File: src/rtl/l5_latch_bus_master.sv
// Bus initiator for a bank of chip-selected 8-bit storage latches.
// Sequences cs/we/oe strobes for single read/write requests; all outputs registered.
module l5_latch_bus_master #(
   parameter int unsigned NDEV    = 4,
   parameter int unsigned AW      = 2,
   parameter int unsigned RD_WAIT = 1,
   parameter int unsigned TURN    = 1
) (
   input  logic            clk,
   input  logic            rst,
   input  logic            req_valid,
   output logic            req_ready,
   input  logic            req_we,
   input  logic [AW-1:0]   req_addr,
   input  logic [7:0]      req_wdata,
   output logic            rsp_valid,
   output logic [7:0]      rsp_rdata,
   output logic            rsp_err,
   output logic [NDEV-1:0] cs,
   output logic            oe,
   output logic            we,
   output logic [7:0]      bus_wdata,
   input  logic [7:0]      bus_rdata,
   output logic            busy
);

   localparam logic [2:0] S_IDLE    = 3'd0;
   localparam logic [2:0] S_WSETUP  = 3'd1;
   localparam logic [2:0] S_WSTROBE = 3'd2;
   localparam logic [2:0] S_RENABLE = 3'd3;
   localparam logic [2:0] S_RSAMPLE = 3'd4;
   localparam logic [2:0] S_TURN    = 3'd5;
   localparam logic [2:0] S_RESP    = 3'd6;

   logic [2:0]      state, nstate;
   logic [3:0]      cnt, ncnt;
   logic [AW-1:0]   addr_q, n_addr;
   logic [7:0]      wdata_q, n_wdata;
   logic            err_q, n_err;
   logic            hs;
   logic            n_strobe;
   logic [NDEV-1:0] n_cs;

   assign hs = req_valid & req_ready;

   always_comb begin
      nstate  = state;
      ncnt    = cnt;
      n_addr  = addr_q;
      n_wdata = wdata_q;
      n_err   = err_q;
      case (state)
         S_IDLE: begin
            if (hs) begin
               n_addr  = req_addr;
               n_wdata = req_wdata;
               n_err   = (32'(req_addr) >= NDEV);
               if (n_err) begin
                  nstate = S_RESP;
               end else if (req_we) begin
                  nstate = S_WSETUP;
               end else begin
                  nstate = S_RENABLE;
                  ncnt   = 4'(RD_WAIT - 1);
               end
            end
         end
         S_WSETUP:  nstate = S_WSTROBE;
         S_WSTROBE: nstate = S_RESP;
         S_RENABLE: begin
            if (cnt == '0) nstate = S_RSAMPLE;
            else           ncnt   = cnt - 4'd1;
         end
         S_RSAMPLE: begin
            if (TURN > 0) begin
               nstate = S_TURN;
               ncnt   = 4'(TURN - 1);
            end else begin
               nstate = S_RESP;
            end
         end
         S_TURN: begin
            if (cnt == '0) nstate = S_IDLE;
            else           ncnt   = cnt - 4'd1;
         end
         S_RESP:  nstate = S_IDLE;
         default: nstate = S_IDLE;
      endcase
   end

   // Strobes are decoded from the next state so they appear with it, not a cycle late.
   always_comb begin
      n_strobe = (nstate == S_WSETUP) || (nstate == S_WSTROBE) ||
                 (nstate == S_RENABLE) || (nstate == S_RSAMPLE);
      n_cs = '0;
      for (int unsigned i = 0; i < NDEV; i++) begin
         n_cs[i] = n_strobe && (32'(n_addr) == i);
      end
   end

   always_ff @(posedge clk) begin
      if (rst) begin
         state     <= S_IDLE;
         cnt       <= '0;
         addr_q    <= '0;
         wdata_q   <= '0;
         err_q     <= 1'b0;
         cs        <= '0;
         oe        <= 1'b0;
         we        <= 1'b0;
         bus_wdata <= '0;
         rsp_valid <= 1'b0;
         rsp_rdata <= '0;
         rsp_err   <= 1'b0;
         req_ready <= 1'b0;
         busy      <= 1'b0;
      end else begin
         state     <= nstate;
         cnt       <= ncnt;
         addr_q    <= n_addr;
         wdata_q   <= n_wdata;
         err_q     <= n_err;
         cs        <= n_cs;
         we        <= (nstate == S_WSTROBE);
         oe        <= (nstate == S_RENABLE) || (nstate == S_RSAMPLE);
         bus_wdata <= ((nstate == S_WSETUP) || (nstate == S_WSTROBE)) ? n_wdata : '0;
         rsp_valid <= (nstate == S_RESP) || ((state == S_RSAMPLE) && (nstate == S_TURN));
         rsp_err   <= (nstate == S_RESP) && n_err;
         if (state == S_RSAMPLE)
            rsp_rdata <= bus_rdata;
         else if ((nstate == S_RESP) && n_err)
            rsp_rdata <= 8'hFF;
         req_ready <= (nstate == S_IDLE);
         busy      <= (nstate != S_IDLE);
      end
   end

endmodule
File: config.mk
export PLATFORM = sky130hd
export DESIGN_NAME = l5_latch_bus_master
export DESIGN_NICKNAME = d
export VERILOG_FILES = /design/src/rtl/l5_latch_bus_master.sv
export SDC_FILE = /design/constraint.sdc
export NUM_CORES = 1
export LEC_CHECK = 0
export CAP_MARGIN = 20
export CELL_PAD_IN_SITES_DETAIL_PLACEMENT = 0
export CELL_PAD_IN_SITES_GLOBAL_PLACEMENT = 2
export CORE_UTILIZATION = 30
export DETAILED_ROUTE_END_ITERATION = 8
export GPL_TIMING_DRIVEN = 1
export MAX_ROUTING_LAYER = met4
export PLACE_DENSITY_LB_ADDON = 0.3
export SLEW_MARGIN = 20
export SYNTH_ARGS = -nofsm -noshare
export SYNTH_HDL_FRONTEND = slang
export SYNTH_SLANG_ARGS = --single-unit
export TNS_END_PERCENT = 1
File: constraint.sdc
create_clock -name clk -period 3 [get_ports clk]
set_input_delay 0.6 -clock clk [delete_from_list [all_inputs] [get_ports clk]]
set_output_delay 0.6 -clock clk [all_outputs]
set_load 0.02 [all_outputs]
* Word-level counts from Yosys, hierarchy flattened
Cells that the tools add are included.
** Word-level totals
- Flip-flop bits (word level) :: 44
- Input port bits :: 22
- Output and inout bits :: 26
- Logic and storage cells :: 72
** Cells by class
- Add/subtract/negate cells :: 1
- Equality and inequality tests :: 17
- Multiplexer cells :: 17
- Bitwise operators :: 2
- Reduce and logical (&&, ||, !) cells :: 21
** Operators with widths (number)
- two-way mux 8 bit :: 4
- one-hot mux 3 bit (6 select lines) :: 1
- == test 3 bit (second input constant) :: 5
- == test 3 x 2 -> 1 bit (second input constant) :: 4
- two-way mux 4 bit :: 3
- one-hot mux 4 bit (3 select lines) :: 1
- two-way mux 3 bit :: 3
- == test 3 x 1 -> 1 bit (second input constant) :: 2
- logical AND 1 bit :: 6
- logical NOT 3 bit :: 2
- two-way mux 2 bit :: 3
- inequality test 2 bit (second input constant) :: 3
- nonzero test 3 bit :: 2
- logical OR 1 bit :: 5
- == test 2 bit (second input constant) :: 2
- logical NOT 4 bit :: 1
- AND reduction 4 bit :: 1
- OR reduction 2 bit :: 2
- subtractor 4 x 1 -> 4 bit (second input constant) :: 1
- == test 2 x 1 -> 1 bit (second input constant) :: 1
- logical NOT 2 bit :: 1
- two-way mux 1 bit :: 2
- nonzero test 2 bit :: 1
- AND 1 bit :: 1
- inverter 1 bit :: 1

* Logic depth before layout (Yosys ltp)
Gate-level depths: netlist (run 1).
- Depth after elaboration :: 8
- Mapped depth :: 6
- Gate-level depth less buffers :: 5

* Worst setup path after synthesis (run 1)
No wires, ideal clock.
- Kind :: input port to flip-flop
- Start point :: input port rst
- End point :: register bus_wdata[1]
- Setup time :: 0.066 ns
- Arrival time :: 1.428 ns
- Data required time :: 2.934 ns
- Path slack :: 1.506 ns
- Stages on the path :: 4
- Path buffers :: 1
- Path through :: or2_4 -> or3_1 -> buf_4 -> a21oi_2
** Between the ends
- Word-level cells in the longest chain between the ends :: 1
** RTL lines
- start, declared :: RTL line 10 : input logic rst,
- OR reduction 2 bit (no source line)
- end signal, assigned :: RTL line 126 : bus_wdata <= ((nstate == S_WSETUP) || (nstate == S_WSTROBE)) ? n_wdata : '0;
- end, declared :: RTL line 22 : output logic [7:0] bus_wdata,
Every way passes these cells.
A chain may end at the register's enable or synchronous reset.

* Final worst setup path (run 1)
- Start point :: register req_ready
- End point :: output port req_ready
** RTL lines
- start, declared :: RTL line 12 : output logic req_ready,
- start signal, assigned :: RTL line 133 : req_ready <= (nstate == S_IDLE);
No word-level cell between the ends.

==> results of run 1 <==
[layout make-up]
class	count	area share
clock buffer	6	0.03302
tap	75	0.03752
sequential	44	0.3522
inverter	15	0.02251
multi-input combinational	127	0.3482
clock inverter	2	0.01551
timing repair buffer	48	0.1911
[cell usage in the layout (no fill, tap or decap), types with 2 or more instances in the layout]
cell type / instances
clkdlybuf4s50_1: 47
o22ai_1: 2
inv_1: 15
a21oi_2: 8
o21ai_1: 13
nor4_1: 3
or4_1: 2
a21oi_1: 18
nor3_1: 2
a211oi_2: 8
clkbuf_8: 6
nor2b_1: 4
nand3_1: 10
o211ai_1: 2
or3b_1: 2
nor2_1: 12
and2_1: 2
a211oi_1: 3
dfxtp_1: 44
and3b_1: 3
nand4_1: 2
nand3b_1: 2
o21ai_0: 4
a21o_1: 2
nand2_1: 4
[power groups by stage]
stage / logic [mW] / registers (mW) / clock network (mW)
4_1_cts: 0.462 / 0.735 / 0.497
2_1_floorplan: 0.283 / 0.757 / 0
5_1_grt: 0.499 / 0.747 / 0.520
6_report: 0.456 / 0.734 / 0.482
3_3_place_gp: 0.462 / 0.749 / 0
3_5_place_dp: 0.461 / 0.748 / 0
[registers in the layout, summed over array words and instances, names as in the netlist, 2 cells and up]
name,count
rsp_rdata,8
addr_q,2
state,3
cnt,4
bus_wdata,8
wdata_q,8
cs,4
[worst min-delay path: cells and delay by family, from the launching register on]
kind / cells / cell delay (ps)
compound gates: 1 / 50
buf+inv: 1 / 60
flops: 1 / 320
[cells by family (layout without fill, tap and decap cells)]
| kind of cell | after synthesis | after routing | synth area share |
|---|---|---|---|
| AOI/OAI and AO/OA | 67 | 67 | 0.2579 |
| adders and majority gates | 1 | 1 | 0.006697 |
| buffers and inverters | 27 | 71 | 0.06228 |
| xor gates and xnor gates | 1 | 1 | 0.004689 |
| DFF | 44 | 44 | 0.4715 |
| and+or+nand+nor | 58 | 58 | 0.1969 |
[routing by layer]
layer	vias up	track usage
li1	794	-
met1	712	0.1852
met2	41	0.2269
met3	6	0.04045
met4	0	0.04286
met5	-	-
[metrics by stage]
stage	std cells	total power, mW
2_1_floorplan	198	1.040
3_3_place_gp	309	1.211
3_5_place_dp	309	1.209
4_1_cts	317	1.695
5_1_grt	317	1.765
6_report	317	1.672
[worst paths after layout]
kind                                           startpoint                   endpoint  slack (ps)  depth (start not counted)
worst max-delay path                 req_ready$_SDFF_PP0_                  req_ready         920                          1
worst min register to register  rsp_rdata[4]$_SDFFE_PP0P_  rsp_rdata[4]$_SDFFE_PP0P_         470                          2
worst max register to register        state[2]$_SDFF_PP0_        cnt[0]$_SDFFE_PP0P_        1040                          3
worst min-delay path            rsp_rdata[4]$_SDFFE_PP0P_  rsp_rdata[4]$_SDFFE_PP0P_         470                          2
==> metrics.md, run 1 <==
| Metric | Value |
|---|---|
| Max stage delay cell, worst path | `clkdlybuf4s50_1` |
| Total number of yosys warnings | `0` |
| Fillers | `605` |
| Setup TNS Final | `0 ps` |
| Core area | `5956 um2` |
| Clock net sink count | `44` |
| Most frequent cell after synthesis | `dfxtp_1` |
| Status | `finished clean` |
| Setup Viol. Count Final | `0` |
| Ant. Diodes | `0` |
| Die Y | `80.91 um` |
| Max rail drop VDD | `245.4 uV` |
| Commonest cells in the netlist | `dfxtp_1 (44), a21oi_1 (18), inv_1 (15)` |
| PwrDens | `668.7 nW/um2` |
| Hold WC Path Type | `flip-flop to flip-flop` |
| Io pins | `48` |
| Met1 Wirelength | `2102 um` |
| Hold buffers post-CTS | `0` |
| Antenna viol nets, final | `0` |
| Syn Inst Count | `198` |
| Max-Cap Viols | `0` |
| Part of the power in the clock network | `0.288` |
| Dpl hpwl | `2962 um` |
| Family with the most delay on the worst path | `buffers and inverters` |
| Worst clock skew | `12.27 ps` |
| Met2 routed wirelength | `1951 um` |
| Netlist Area Pre-Place | `1868 um2` |
| Yosys reg bits | `44` |
| Highest routed layer | `met4` |
| Combinational share of power | `0.273` |
| Post_cts resized | `0` |
| H-Tree Depth | `2` |
| Total gr overflow | `0` |
| CP Max Fanout | `8` |
| Buf/Inv on CP | `1` |
| Synth area leader | `dfxtp_1` |
| Static Leakage | `0.8483 nW` |
| Final GP Congestion | `0.7294` |
| Unrepaired setup endpoints after global routing | `no` |
| GRT Total Usage | `0.1465` |
| Yosys top cell area share | `0.4715` |
| CTS root buf | `clkbuf_8` |
| Syn Nets | `221` |
| Sequential area share after synthesis | `0.4715` |
| Area growth from synthesis to layout | `33.89%` |
| Via count | `1553` |
| Worst-path clk slew | `80 ps` |
| Slew HR | `0.3378` |
| Post-synth EDFFs | `0` |
| Largest net degree at the start of global routing | `30` |
| CTS tree | `done` |
| Post-synth top flop | `dfxtp_1` |
| Period utilization | `0.6935` |
| Pins over their slew limit | `0` |
| CTS Buf Count | `5` |
| Port buffer count | `47` |
| Post-route cell area | `2501 um2` |
| Layout cell share with drive strength beyond 1 | `0.1281` |
| Post-synth ARST share | `0` |
| Crit path launch type | `flip-flop` |
| Largest cells by area after synthesis | `dfxtp_1 (47%), a211oi_2 (5.4%), a21oi_1 (4.8%)` |
| Setup ws final | `919.5 ps` |
| Avg Cell Area, Syn | `9.435 um2` |
| Dpl cell area | `2380 um2` |
| Multi-input logic area | `870.8 um2` |
| Achievable Freq | `480.7 MHz` |
| Clock latency on the worst-skew pair | `300 ps` |
| Met3 routed WL | `199 um` |
| Core Util, Final | `0.4200` |
| Internal power | `1.137 mW` |
| Worst hold slack | `466.1 ps` |
| Vias in the first global route | `1527` |
| Rows | `28` |
| Die area | `6546 um2` |
| Starting Density | `0.3137` |
| CP max stage delay | `670 ps` |
| Slew @ Worst Pin | `992.0 ps` |
| # Post-CTS Setup Buffers | `0` |
| DRT iter0 DRCs | `83` |
| CP arrival | `1480 ps` |
| Drt total wl | `4300 um` |
| Final min period | `2081 ps` |
| Psw | `0.5350 mW` |
| Clock buffer depth | `2` |
| WP data required | `2400 ps` |
| Sw frac | `0.3199` |
| Worst-path cell chain | `clkdlybuf4s50_1` |
| Yosys cell types | `45` |
| Critical path class | `flip-flop to primary output` |
| Antenna violations before repair | `0` |
| Drt first pass iters | `4` |
| Layout net count | `264` |
| Global-route wire length before repair | `7134 um` |
| Reg area | `880.8 um2` |
| DR WL/cell | `13.56 um` |
| Die width | `80.91 um` |
| Via density | `4.899` |
| DP Worst Slack | `764.8 ps` |
| DRC | `0` |
| CP Capture Type | `primary output` |
| Flop pwr share | `0.439` |
| Fin. Hold Viols | `0` |
No activity file was read; power rests on OpenSTA's default activity.
==> run 2, diff against run 1 <==
--- a/config.mk
+++ b/config.mk
@@ -8,7 +8,7 @@
 export CAP_MARGIN = 20
 export CELL_PAD_IN_SITES_DETAIL_PLACEMENT = 0
 export CELL_PAD_IN_SITES_GLOBAL_PLACEMENT = 2
-export CORE_UTILIZATION = 30
+export CORE_UTILIZATION = 29
 export DETAILED_ROUTE_END_ITERATION = 8
 export GPL_TIMING_DRIVEN = 1
 export MAX_ROUTING_LAYER = met4
==> constraint.sdc (replaced) <==
create_clock -name clk -period 2 [get_ports clk]
set_input_delay 0.4 -clock clk [delete_from_list [all_inputs] [get_ports clk]]
set_output_delay 0.4 -clock clk [all_outputs]
set_load 0.02 [all_outputs]
==> metrics.md, run 2 (synthesized netlist as in run 1, its figures left out) <==
| Metric | Value |
|---|---|
| Setup TNS Final | `0 ps (unchanged)` |
| Global-route wire length before repair | `7079 um (-0.77%)` |
| Largest net degree at the start of global routing | `19 (-37%)` |
| Hold buffers post-CTS | `0 (unchanged)` |
| Busiest grt layer | `met2` |
| GRT Total Usage | `0.1431 (-0.003416)` |
| Min-delay src | `rsp_rdata[2]$_SDFFE_PP0P_` |
| DRC | `0 (unchanged)` |
| Family with the most delay on the worst path | `buffers and inverters` |
| Final min period | `1870 ps` |
| Clock buffer depth | `2 (unchanged)` |
| CP arrival | `1470 ps (about the same)` |
| Port buffer count | `47 (unchanged)` |
| Period utilization | `0.9350` |
| Pins over their slew limit | `0 (unchanged)` |
| Hold depth | `2 (unchanged)` |
| Antenna viol nets, final | `0 (unchanged)` |
| Dpl hpwl | `2922 um (-1.4%)` |
| Finished Layout Cells | `324 (+2.2%)` |
| Largest regs | `bus_wdata: 8 flops, rsp_rdata: 8 flops, wdata_q: 8 flops` |
| Drt first pass iters | `4 (unchanged)` |
| Met1 Usage GRT | `0.1804 (-0.004875)` |
| Static Leakage | `0.9015 nW (+6.3%)` |
| Max rail drop VDD | `486.6 uV (+98%)` |
| Achievable Freq | `534.8 MHz` |
| Max-Cap Viols | `0 (unchanged)` |
| Clock latency on the worst-skew pair | `300 ps (about the same)` |
| Io pins | `48 (unchanged)` |
| Hold WC Path Type | `flip-flop to flip-flop` |
| Most frequent cells in the layout | `clkdlybuf4s50_1 (47), dfxtp_1 (44), a21oi_1 (18)` |
| R2R Setup Slk | `330 ps (-710 ps)` |
| PwrDens | `1063 nW/um2 (+59%)` |
| Die width | `82.26 um (+1.7%)` |
| Clock net sink count | `44 (unchanged)` |
| Area growth from synthesis to layout | `39.38%` |
| Slew HR | `0.6003 (+0.2625)` |
| Crit path launch type | `flip-flop` |
| H-Tree Depth | `2 (unchanged)` |
| Buf/Inv on CP | `1 (unchanged)` |
| CP Capture Type | `primary output` |
| Post_cts resized | `0 (unchanged)` |
| Status | `finished clean` |
| Slew @ Worst Pin | `598.7 ps (-393.2 ps)` |
| Fillers | `622 (+2.8%)` |
| Dpl cells | `316 (+2.3%)` |
| WHS Endpoint | `rsp_rdata[2]$_SDFFE_PP0P_` |
| Layout net count | `271 (+2.7%)` |
| Critical path class | `flip-flop to primary output` |
| Worst reg2reg path depth | `5 (+2)` |
| Worst-path cell chain | `clkdlybuf4s50_1` |
| Drt total wl | `4288 um (-0.28%)` |
| Fin. Hold Viols | `0 (unchanged)` |
| CP max stage delay | `670 ps (about the same)` |
| # Post-CTS Setup Buffers | `0 (unchanged)` |
| Antenna violations before repair | `0 (unchanged)` |
| Worst clock skew | `6.970 ps (-5.299 ps)` |
| Worst-path clk slew | `90 ps (about the same)` |
| Leading cell type in the layout, fill and taps excluded | `clkdlybuf4s50_1` |
| Final GP Congestion | `0.7727 (+5.9%)` |
| R2r endpoint | `cnt[1]$_SDFFE_PP0P_` |
| WP data required | `1600 ps (-800 ps)` |
| Vias in the first global route | `1487 (-2.6%)` |
| CTS Buf Count | `5 (unchanged)` |
| Post-route cell area | `2604 um2 (+4.1%)` |
| Rows | `28 (unchanged)` |
| Total gr overflow | `0 (unchanged)` |
| Starting Density | `0.3082 (-0.005439)` |
| Unrepaired setup endpoints after global routing | `no` |
| R2R Path Start | `cnt[0]$_SDFFE_PP0P_` |
| Met3 usage | `0.04396 (+0.003507)` |
| Via density | `4.815 (-1.7%)` |
| DRT iter0 DRCs | `23 (-72%)` |
| CP Max Fanout | `8 (unchanged)` |
| Via count | `1560 (+0.45%)` |
| DR WL/cell | `13.23 um (-2.4%)` |
| Core area | `6061 um2 (+1.8%)` |
| Met2 Resource Use GR | `0.2190 (-0.007882)` |
| Die Y | `82.26 um (+1.7%)` |
| Max stage delay cell, worst path | `clkdlybuf4s50_1` |
| CTS tree | `done` |
| Layout cell share with drive strength beyond 1 | `0.1526 (+0.02451)` |
| Ant. Diodes | `0 (unchanged)` |
| Setup Viol. Count Final | `0 (unchanged)` |
| Dpl cell area | `2445 um2 (+2.7%)` |
| CTS root buf | `clkbuf_8` |
| Die area | `6767 um2 (+3.4%)` |
==> run 2: changes by cell type in the layout (fill, tap and decap cells not counted), sizes merged <==
cell / previous run / this run
clkinv: 1 / 0
clkbuf: 6 / 5
buf: 1 / 8
bufinv: 1 / 3
==> run 2: layout make-up <==
type,count,area (um2),area share
flip-flops and latches,44,880.8,0.3383
multi-input cells,127,870.8,0.3345
repair buffers,55,543.0,0.2086
well taps,75,93.84,0.03604
clock inverters,3,90.09,0.03460
clock buffers,5,68.82,0.02643
inverters,15,56.30,0.02162
==> run 2: metrics by stage <==
step                      utilization  hold slack (ps)  power, mW  worst slack, ps
after CTS                      0.4296            472.5      2.809            127.4
after floorplan                     -            441.1      1.560            522.9
after detailed placement       0.4034            459.6      1.861            98.57
after global routing           0.4296            481.3      2.935            79.48
final                          0.4296            466.1      2.767            130.0
after global placement         0.4034            454.1      1.866            131.6
==> run 2: worst max-delay path by stage <==
stage / slack, ps / endpoint / start / cells after the start
floorplan: 520 / cnt[1]$_SDFFE_PP0P_ / cnt[0]$_SDFFE_PP0P_ / 5
global placement: 130 / cnt[0]$_SDFFE_PP0P_ / req_valid / 5
detailed placement: 100 / cnt[0]$_SDFFE_PP0P_ / req_valid / 5
CTS: 130 / req_ready / req_ready$_SDFF_PP0_ / 1
global route: 80 / req_ready / req_ready$_SDFF_PP0_ / 1
finish: 130 / req_ready / req_ready$_SDFF_PP0_ / 1
==> run 2: metal layers <==
metal	routed length (um)	vias up	part of all wire
met5	0	-	0
li1	-	802	-
met1	2024	711	0.47
met3	268	5	0.063
met4	45	0	0.010
met2	1948	42	0.45
==> run 2: power by group <==
group / switching, mW / internal, mW
sequential: 0.109 / 0.980
clock: 0.308 / 0.624
combinational: 0.385 / 0.360
total: 0.802 / 1.96
